===== config.mk =====
export PLATFORM = sky130hd
export DESIGN_NAME = read_burst_responder_flat
export DESIGN_NICKNAME = d
export VERILOG_FILES = /design/src/rtl/read_burst_responder_if.sv /design/src/rtl/read_burst_responder.sv /design/src/flat_wrapper.sv
export SDC_FILE = /design/constraint.sdc
export NUM_CORES = 1
export LEC_CHECK = 0
export CAP_MARGIN = 20
export CORE_AREA = 2 2 233 235
export CTS_CLUSTER_SIZE = 28
export DETAILED_ROUTE_END_ITERATION = 12
export DIE_AREA = 0 0 235 237
export PLACE_DENSITY = 0.72
export SYNTH_ARGS = -nofsm -noshare
export SYNTH_HDL_FRONTEND = slang
export SYNTH_SLANG_ARGS = --single-unit
export TNS_END_PERCENT = 5

===== constraint.sdc =====
create_clock -name clk -period 39.5 [get_ports clk]
set_input_delay 5.925 -clock clk [delete_from_list [all_inputs] [get_ports clk]]
set_output_delay 5.925 -clock clk [all_outputs]
set_load 0.01 [all_outputs]

===== src/rtl/read_burst_responder_if.sv =====
// Bundles the read-request channel, the beat return channel and the single-word memory port
// of the read burst responder.
interface read_burst_responder_if;
    logic [5:0]   rd_id_in;
    logic [31:0]  rd_addr_in;
    logic [7:0]   rd_len_in;
    logic         rd_info_valid_in;
    logic         rd_info_rdy_out;
    logic [255:0] rd_data_out;
    logic [5:0]   rd_data_id_out;
    logic         rd_data_last_out;
    logic         rd_data_valid_out;
    logic         rd_data_rdy_in;
    logic [26:0]  mem_addr_out;
    logic         mem_rd_en_out;
    logic [255:0] mem_data_in;

    modport slave (
        input  rd_id_in, rd_addr_in, rd_len_in, rd_info_valid_in, rd_data_rdy_in, mem_data_in,
        output rd_info_rdy_out, rd_data_out, rd_data_id_out, rd_data_last_out,
        output rd_data_valid_out, mem_addr_out, mem_rd_en_out
    );

    modport master (
        output rd_id_in, rd_addr_in, rd_len_in, rd_info_valid_in, rd_data_rdy_in, mem_data_in,
        input  rd_info_rdy_out, rd_data_out, rd_data_id_out, rd_data_last_out,
        input  rd_data_valid_out, mem_addr_out, mem_rd_en_out
    );
endinterface


===== src/rtl/read_burst_responder.sv =====
// Serves one read burst at a time: issues single-word memory reads and streams the returned
// words through a 2-entry output FIFO with ID and last-beat tagging.
module read_burst_responder #(
    parameter int ADDR_LSB = 5
) (
    input  logic                     clk,
    input  logic                     rst,
    read_burst_responder_if.slave    bus
);
    localparam logic [0:0] IDLE  = 1'b0;
    localparam logic [0:0] BURST = 1'b1;
    localparam int ENTRY_W = 1 + 6 + 256;

    logic [0:0]         state_q, state_d;
    logic [5:0]         id_q;
    logic [26:0]        base_q;
    logic [7:0]         len_q;
    logic [7:0]         issuedCnt_q;
    logic               inflight_q;
    logic               inflightLast_q;
    logic [1:0]         fifoCount_q, fifoCount_d;
    logic [ENTRY_W-1:0] head_q, head_d;
    logic [ENTRY_W-1:0] tail_q, tail_d;

    logic               accept;
    logic               pop;
    logic               push;
    logic               issue;
    logic               headLast;
    logic [2:0]         occupancy;
    logic [26:0]        wordAddr;
    logic [ENTRY_W-1:0] pushEntry;

    assign bus.rd_info_rdy_out = (state_q == IDLE) && !rst;
    assign accept    = bus.rd_info_valid_in && bus.rd_info_rdy_out;
    assign pop       = (fifoCount_q != 2'd0) && bus.rd_data_rdy_in;
    assign push      = inflight_q;
    assign headLast  = head_q[ENTRY_W-1];
    assign wordAddr  = 27'(bus.rd_addr_in >> ADDR_LSB);
    assign pushEntry = {inflightLast_q, id_q, bus.mem_data_in};

    // Reads already in flight plus words still queued must never exceed the FIFO depth.
    assign occupancy = {1'b0, fifoCount_q} + {2'b00, inflight_q} - {2'b00, pop};
    assign issue     = (state_q == BURST) && (issuedCnt_q < len_q) && (occupancy < 3'd2);

    assign bus.mem_rd_en_out     = issue;
    assign bus.mem_addr_out      = issue ? (base_q + 27'(issuedCnt_q)) : 27'd0;
    assign bus.rd_data_valid_out = (fifoCount_q != 2'd0);
    assign {bus.rd_data_last_out, bus.rd_data_id_out, bus.rd_data_out} = head_q;

    always_comb begin
        state_d = state_q;
        case (state_q)
            IDLE:    if (accept && (bus.rd_len_in != 8'd0)) state_d = BURST;
            BURST:   if (pop && headLast) state_d = IDLE;
            default: state_d = IDLE;
        endcase
    end

    // Shift-style FIFO: the head register always holds the oldest word.
    always_comb begin
        head_d      = head_q;
        tail_d      = tail_q;
        fifoCount_d = fifoCount_q;
        case ({push, pop})
            2'b10: begin
                if (fifoCount_q == 2'd0) head_d = pushEntry;
                else                     tail_d = pushEntry;
                fifoCount_d = fifoCount_q + 2'd1;
            end
            2'b01: begin
                head_d      = tail_q;
                fifoCount_d = fifoCount_q - 2'd1;
            end
            2'b11: begin
                if (fifoCount_q == 2'd1) begin
                    head_d = pushEntry;
                end else begin
                    head_d = tail_q;
                    tail_d = pushEntry;
                end
            end
            default: ;
        endcase
    end

    always_ff @(posedge clk or posedge rst) begin
        if (rst) begin
            state_q        <= IDLE;
            id_q           <= '0;
            base_q         <= '0;
            len_q          <= '0;
            issuedCnt_q    <= '0;
            inflight_q     <= 1'b0;
            inflightLast_q <= 1'b0;
            fifoCount_q    <= '0;
            head_q         <= '0;
            tail_q         <= '0;
        end else begin
            state_q <= state_d;
            if (accept) begin
                id_q        <= bus.rd_id_in;
                base_q      <= wordAddr;
                len_q       <= bus.rd_len_in;
                issuedCnt_q <= '0;
            end else if (issue) begin
                issuedCnt_q <= issuedCnt_q + 8'd1;
            end
            inflight_q     <= issue;
            inflightLast_q <= issue && ((issuedCnt_q + 8'd1) == len_q);
            fifoCount_q    <= fifoCount_d;
            head_q         <= head_d;
            tail_q         <= tail_d;
        end
    end
endmodule


===== src/flat_wrapper.sv =====
// flat-port wrapper written by rule: the top's interface ports become plain ports
module read_burst_responder_flat 
#(
    parameter int ADDR_LSB = 5
)
  (clk, rst, bus_rd_id_in, bus_rd_addr_in, bus_rd_len_in, bus_rd_info_valid_in, bus_rd_data_rdy_in, bus_mem_data_in, bus_rd_info_rdy_out, bus_rd_data_out, bus_rd_data_id_out, bus_rd_data_last_out, bus_rd_data_valid_out, bus_mem_addr_out, bus_mem_rd_en_out);
  read_burst_responder_if bus_i ();
  input  logic clk;
  input  logic rst;
  input wire logic [$bits(bus_i.rd_id_in)-1:0] bus_rd_id_in;
  input wire logic [$bits(bus_i.rd_addr_in)-1:0] bus_rd_addr_in;
  input wire logic [$bits(bus_i.rd_len_in)-1:0] bus_rd_len_in;
  input wire logic [$bits(bus_i.rd_info_valid_in)-1:0] bus_rd_info_valid_in;
  input wire logic [$bits(bus_i.rd_data_rdy_in)-1:0] bus_rd_data_rdy_in;
  input wire logic [$bits(bus_i.mem_data_in)-1:0] bus_mem_data_in;
  output wire logic [$bits(bus_i.rd_info_rdy_out)-1:0] bus_rd_info_rdy_out;
  output wire logic [$bits(bus_i.rd_data_out)-1:0] bus_rd_data_out;
  output wire logic [$bits(bus_i.rd_data_id_out)-1:0] bus_rd_data_id_out;
  output wire logic [$bits(bus_i.rd_data_last_out)-1:0] bus_rd_data_last_out;
  output wire logic [$bits(bus_i.rd_data_valid_out)-1:0] bus_rd_data_valid_out;
  output wire logic [$bits(bus_i.mem_addr_out)-1:0] bus_mem_addr_out;
  output wire logic [$bits(bus_i.mem_rd_en_out)-1:0] bus_mem_rd_en_out;
  assign bus_i.rd_id_in = bus_rd_id_in;
  assign bus_i.rd_addr_in = bus_rd_addr_in;
  assign bus_i.rd_len_in = bus_rd_len_in;
  assign bus_i.rd_info_valid_in = bus_rd_info_valid_in;
  assign bus_i.rd_data_rdy_in = bus_rd_data_rdy_in;
  assign bus_i.mem_data_in = bus_mem_data_in;
  assign bus_rd_info_rdy_out = bus_i.rd_info_rdy_out;
  assign bus_rd_data_out = bus_i.rd_data_out;
  assign bus_rd_data_id_out = bus_i.rd_data_id_out;
  assign bus_rd_data_last_out = bus_i.rd_data_last_out;
  assign bus_rd_data_valid_out = bus_i.rd_data_valid_out;
  assign bus_mem_addr_out = bus_i.mem_addr_out;
  assign bus_mem_rd_en_out = bus_i.mem_rd_en_out;
  read_burst_responder #(.ADDR_LSB(ADDR_LSB)) u_core (.clk(clk), .rst(rst), .bus(bus_i));
endmodule

======== Word level (Yosys, flattened, before mapping) ========
Index checks and enable logic that the tools add are counted.
word-level totals
  register bits ........................... 580
  bits of input ports ..................... 306
  output and inout port bits .............. 293
  logic and storage cells ................. 58
operators by class
  add/subtract/negate cells ............... 6
  order comparisons ....................... 2
  equal/unequal tests ..................... 8
  muxes and demuxes ....................... 13
  bitwise operators ....................... 1
  reduce and logical (&&, ||, !) cells .... 18
operators with widths
  cell                                                  number
  two-way mux 263 bit                                   4
  case mux 263 bit (3 select lines)                     1
  case mux 263 bit (2 select lines)                     1
  adder 27 x 8 -> 27 bit                                1
  two-way mux 27 bit                                    1
  two-way mux 8 bit                                     2
  adder 8 x 1 -> 8 bit (second input constant)          1
  equality test 8 bit                                   1
  logical AND 1 bit                                     8
  < comparator 8 bit                                    1
  nonzero test 2 bit                                    4
  nonzero test 8 bit                                    1
  equality test 2 x 1 -> 1 bit (second input constant)  2
  equality test 2 bit (second input constant)           2
  inequality test 2 bit (second input constant)         2
  case mux 2 bit (2 select lines)                       1
  adder 2 x 1 -> 3 bit                                  1
  < comparator 3 x 2 -> 1 bit (second input constant)   1
  AND reduction 3 bit                                   1
  nonzero test 3 bit                                    1
  subtractor 3 x 1 -> 3 bit                             1
  adder 2 x 1 -> 2 bit (second input constant)          1
  zero test 2 bit                                       1
  two-way mux 1 bit                                     2
  other kinds (6)                                       6

======== Logic depth before layout (Yosys ltp) ========
  word-level depth ........................ 7
  mapped depth ............................ 12
  depth with buffers taken out ............ 12

======== Least setup slack after synthesis ========
No wires, ideal clock.
  path type ............................... input to output
  from .................................... in bus_rd_data_rdy_in
  to ...................................... out bus_mem_addr_out[12]
  data arrival time ....................... 8283 ps
  required time ........................... 33575 ps
  setup slack ............................. 25292 ps
  stages on the path ...................... 10
  buffers on the path ..................... 1
  path through ............................ nor2b_1 -> ha_1 -> nand2b_1 -> fa_1 -> xnor2_1 -> nand4b_1 -> a211oi_4 -> nand2_2 -> buf_2 -> nor2_1
between the ends
  longest elaborated chain between the ends .. 5
ends and longest elaborated chain
  element                      RTL line                    RTL
  start, declared              flat_wrapper.sv:14          input wire logic [$bits(bus_i.rd_data_rdy_in)-1:0] bus_rd_data_rdy_in;
  logical AND 1 bit            read_burst_responder.sv:36  assign pop = (fifoCount_q != 2'd0) && bus.rd_data_rdy_in;
  subtractor 3 x 1 -> 3 bit    read_burst_responder.sv:43  assign occupancy = {1'b0, fifoCount_q} + {2'b00, inflight_q} - {2'b00, pop};
  < comparator 3 x 2 -> 1 bit  read_burst_responder.sv:44  assign issue = (state_q == BURST) && (issuedCnt_q < len_q) && (occupancy < 3'd2);
  logical AND 1 bit            read_burst_responder.sv:44
  two-way mux 27 bit           read_burst_responder.sv:47  assign bus.mem_addr_out = issue ? (base_q + 27'(issuedCnt_q)) : 27'd0;
  end, declared                flat_wrapper.sv:21          output wire logic [$bits(bus_i.mem_addr_out)-1:0] bus_mem_addr_out;
No other way between the ends.

======== Final worst setup path ========
  from .................................... in bus_rd_data_rdy_in
  to ...................................... out bus_mem_addr_out[5]
The elaborated chain is that of the path after synthesis.

==> out/metrics.yaml <==
status: "finished, final reports clean"
worstMarginPinSlew_ns: 1.15
ys_types: 59
stdcell_count: 3379
crit_arrival_ns: 9.94
die_y_um: 237
drv_slew: 0
cp-start-kind: "primary input"
r2r_setup_slack_ns: 34.63
die_w_um: 235
grt_max_degree: 251
drc: 0
power_w: 0.00288
post_drt_wl_per_cell_um: 21.1
clk_latency_ns: 0.62
synth-compound-area-share: 0.157
worst_ep_required_time_ns: 33.58
worst_hold_path_type: "reg2reg"
postPlaceCellArea_mm2: 0.0311
antenna_found_initial: 17
initial_utilization: 0.465
io_pins: 599
ir_drop_v: 0.0000606
syn_inst: 2114
crit_type: "in2out"
fin_ws_ns: 23.64
maxSlewHeadroom: 0.233
hold_violations: 0
final_common_cell: "clkdlybuf4s50_1"
critPathTopFamily: "simple AND/OR/NAND/NOR gates"
drive_gt1_frac: 0.162
grtUsageTotal: 0.251
synth_xor_area_frac: 0.00777
hpwl_um: 47600
cts_setup_buffers: 0
firstDrtPassIters: 5
ant_nets: 0
critPathCaptureType: "output pin"
setup_tns_ns: 0
critical_path.slowest_cell: "clkdlybuf4s50_1"
crit_buf_inv: 3
port_buffers: 593
drv_cap: 0
rows: 85
worst_clock_skew_ns: 0.0193
drt_iter0_drc: 1626
worstPathMaxFanout: 28
viasPerCell: 5.60
powerDensity_mw_per_mm2: 86.5
cts-root-buf: "clkbuf_16"
grt_setup_unrepaired: "false"
yosys-mux-area-fraction: 0.138
ff2ff_path_depth: 9
ys_async_sr_fraction: 1.00
dp_slack_ns: 23.62
synth-seq-cells: 580
slowest_delay_ns: 0.60
wl_um: 71400
post_synth_fa_ha_maj_area_fraction: 0.0132
fmaxAchievable_mhz: 63.0
leakage_nw: 14.0
r2r_end: "u_core.head_q[125]$_DFFE_PP0P_"
synth-main-ff-cell: "dfrtp_1"
clock_sinks: 580
hold_path_end: "u_core.head_q[131]$_DFFE_PP0P_"
cp_common_cell: "clkdlybuf4s50_1"
clk_path_buf_depth: 3
overflow: 0
worstHoldStart: "u_core.head_q[131]$_DFFE_PP0P_"
period_share: 0.402
cts_tree: "yes"
core-area_mm2: 0.0533
gp_congestion: 0.830
fillers: 4190
crit_cells: 12
clkTransAtPathRegs_ns: 0.06
crit_chain: "clkdlybuf4s50_1, nor2b_1, ha_1, nand2b_1, fa_1, xnor2_1, nand4b_1, a211oi_4, buf_4, nand2_2, nor3b_1, clkdlybuf4s50_1"
hold_path_depth: 2
synth_edf_count: 0
ys_seq_area_frac: 0.586
htree_num_levels: 2
die_area_mm2: 0.0557
yosysWarnings: 0
nets: 2959
worstReg2RegStart: "u_core.fifoCount_q[1]$_DFFE_PP0N_"
ctsHoldBuffers: 0
final_cell_area_mm2: 0.0332
grt_pass1_vias: 19213
grt_pass1_wl_um: 111000
synth_top_family_by_area: "compound AO/OA/AOI/OAI gates"
synth-simple-area-share: 0.0664
cts-resized-gates: 0
syn_to_final_growth_pct: 34.1
numCtsBuffers: 60
syn_nets: 2445
synth.cell_area_mm2: 0.0248
dp_cells: 3260
layout_common_cells: "clkdlybuf4s50_1 (593), dfrtp_1 (580), mux2_2 (294)"
avgSynthCellArea_um2: 11.7
fin_crit_ns: 15.86
setup_violations: 0
num_vias: 18913
==> kinds of logic (layout without fill, tap and decap cells) <==
kind of cell               count (synthesis)  in the layout
AOI/OAI and AO/OA                        607            607
DFF                                      580            580
and+or+nand+nor                          389            389
muxes                                    305            305
buffers and inverters                    186            746
adders and majority gates                 25             25
xor gates and xnor gates                  22             22
other                                      0              9
==> final cells by class <==
class | instances | area [um^2] | share of cell area
diodes | 9 | 22.5 | 0.000678
clock buffers | 92 | 1850 | 0.0558
clock inverters | 16 | 180 | 0.00542
inverters | 22 | 90.1 | 0.00271
multi-input cells | 1348 | 9510 | 0.286
flip-flops and latches | 580 | 14500 | 0.437
well taps | 696 | 871 | 0.0262
repair buffers | 616 | 6190 | 0.186
==> cells in the mapped netlist, drive strengths merged (3+ instances only) <==
master   number  share of area
a211oi        4         0.0017
a21o          8         0.0024
a21oi        18         0.0041
a221o         3         0.0012
a22oi       264          0.080
and2          4         0.0010
and3          5         0.0013
buf          80          0.016
clkbuf       84          0.013
dfrtp       580           0.59
ha           23          0.012
inv          22         0.0033
mux2        294           0.13
mux2i        11         0.0044
nand2       289          0.044
nand2b        4         0.0010
nand3        23         0.0048
nand3b        8         0.0024
nand4         6         0.0015
nor2         23         0.0035
nor2b         5         0.0013
nor3         10         0.0022
nor4          3        0.00076
o2111ai       3         0.0011
o211ai        6         0.0018
o21ai       283          0.057
or3           3        0.00076
xnor2        13         0.0046
xor2          9         0.0032
==> state kept, by name, indices dropped and copies added (netlist names) <==
| name | flops |
|---|---|
| u_core.len_q | 8 |
| u_core.inflightLast_q | 1 |
| u_core.id_q | 6 |
| u_core.head_q | 263 |
| u_core.state_q | 1 |
| u_core.base_q | 27 |
| u_core.issuedCnt_q | 8 |
| u_core.tail_q | 263 |
| u_core.inflight_q | 1 |
| u_core.fifoCount_q | 2 |
==> how the worst max path moves through the flow <==
stage | startpoint | to | slack [ns]
after floorplan | rst | u_core.base_q[0]$_DFFE_PP0P_ | 17.35
after global placement | bus_rd_data_rdy_in | bus_mem_addr_out[5] | 23.77
after detailed placement | bus_rd_data_rdy_in | bus_mem_addr_out[5] | 23.62
after CTS | bus_rd_data_rdy_in | bus_mem_addr_out[5] | 23.62
after global routing | bus_rd_data_rdy_in | bus_mem_addr_out[7] | 23.40
final | bus_rd_data_rdy_in | bus_mem_addr_out[5] | 23.64
==> power breakdown <==
part	internal, W	switching [W]
clock	0.000341	0.000237
sequential	0.000887	0.000167
combinational	0.000622	0.000621
==> worst reg2reg max path, cell delays in order, from the launching register on <==
cell     delay (ns)
dfrtp_1        0.43
inv_1          0.10
ha_1           0.26
nor2b_1        0.48
ha_1           0.44
mux2i_4        0.78
buf_4          0.71
buf_4          0.97
a22oi_1        0.35
o21ai_0        0.27
==> stage by stage <==
| step | utilization | hold slack, ns |
|---|---|---|
| 5_1_grt | 0.624 | 0.497 |
| 3_3_place_gp | 0.584 | 0.462 |
| 4_1_cts | 0.622 | 0.482 |
| 3_5_place_dp | 0.584 | 0.469 |
| 6_report | 0.624 | 0.478 |
| 2_1_floorplan | - | 0.480 |
==> layer usage <==
metal | GRT usage | part of all wire | vias up
met2 | 0.396 | 0.47 | 666
met5 | 0 | 0.0019 | -
met1 | 0.314 | 0.40 | 9413
met3 | 0.0906 | 0.092 | 160
li1 | - | - | 8654
met4 | 0.0993 | 0.036 | 20
Power figures use the tool's default switching activity.
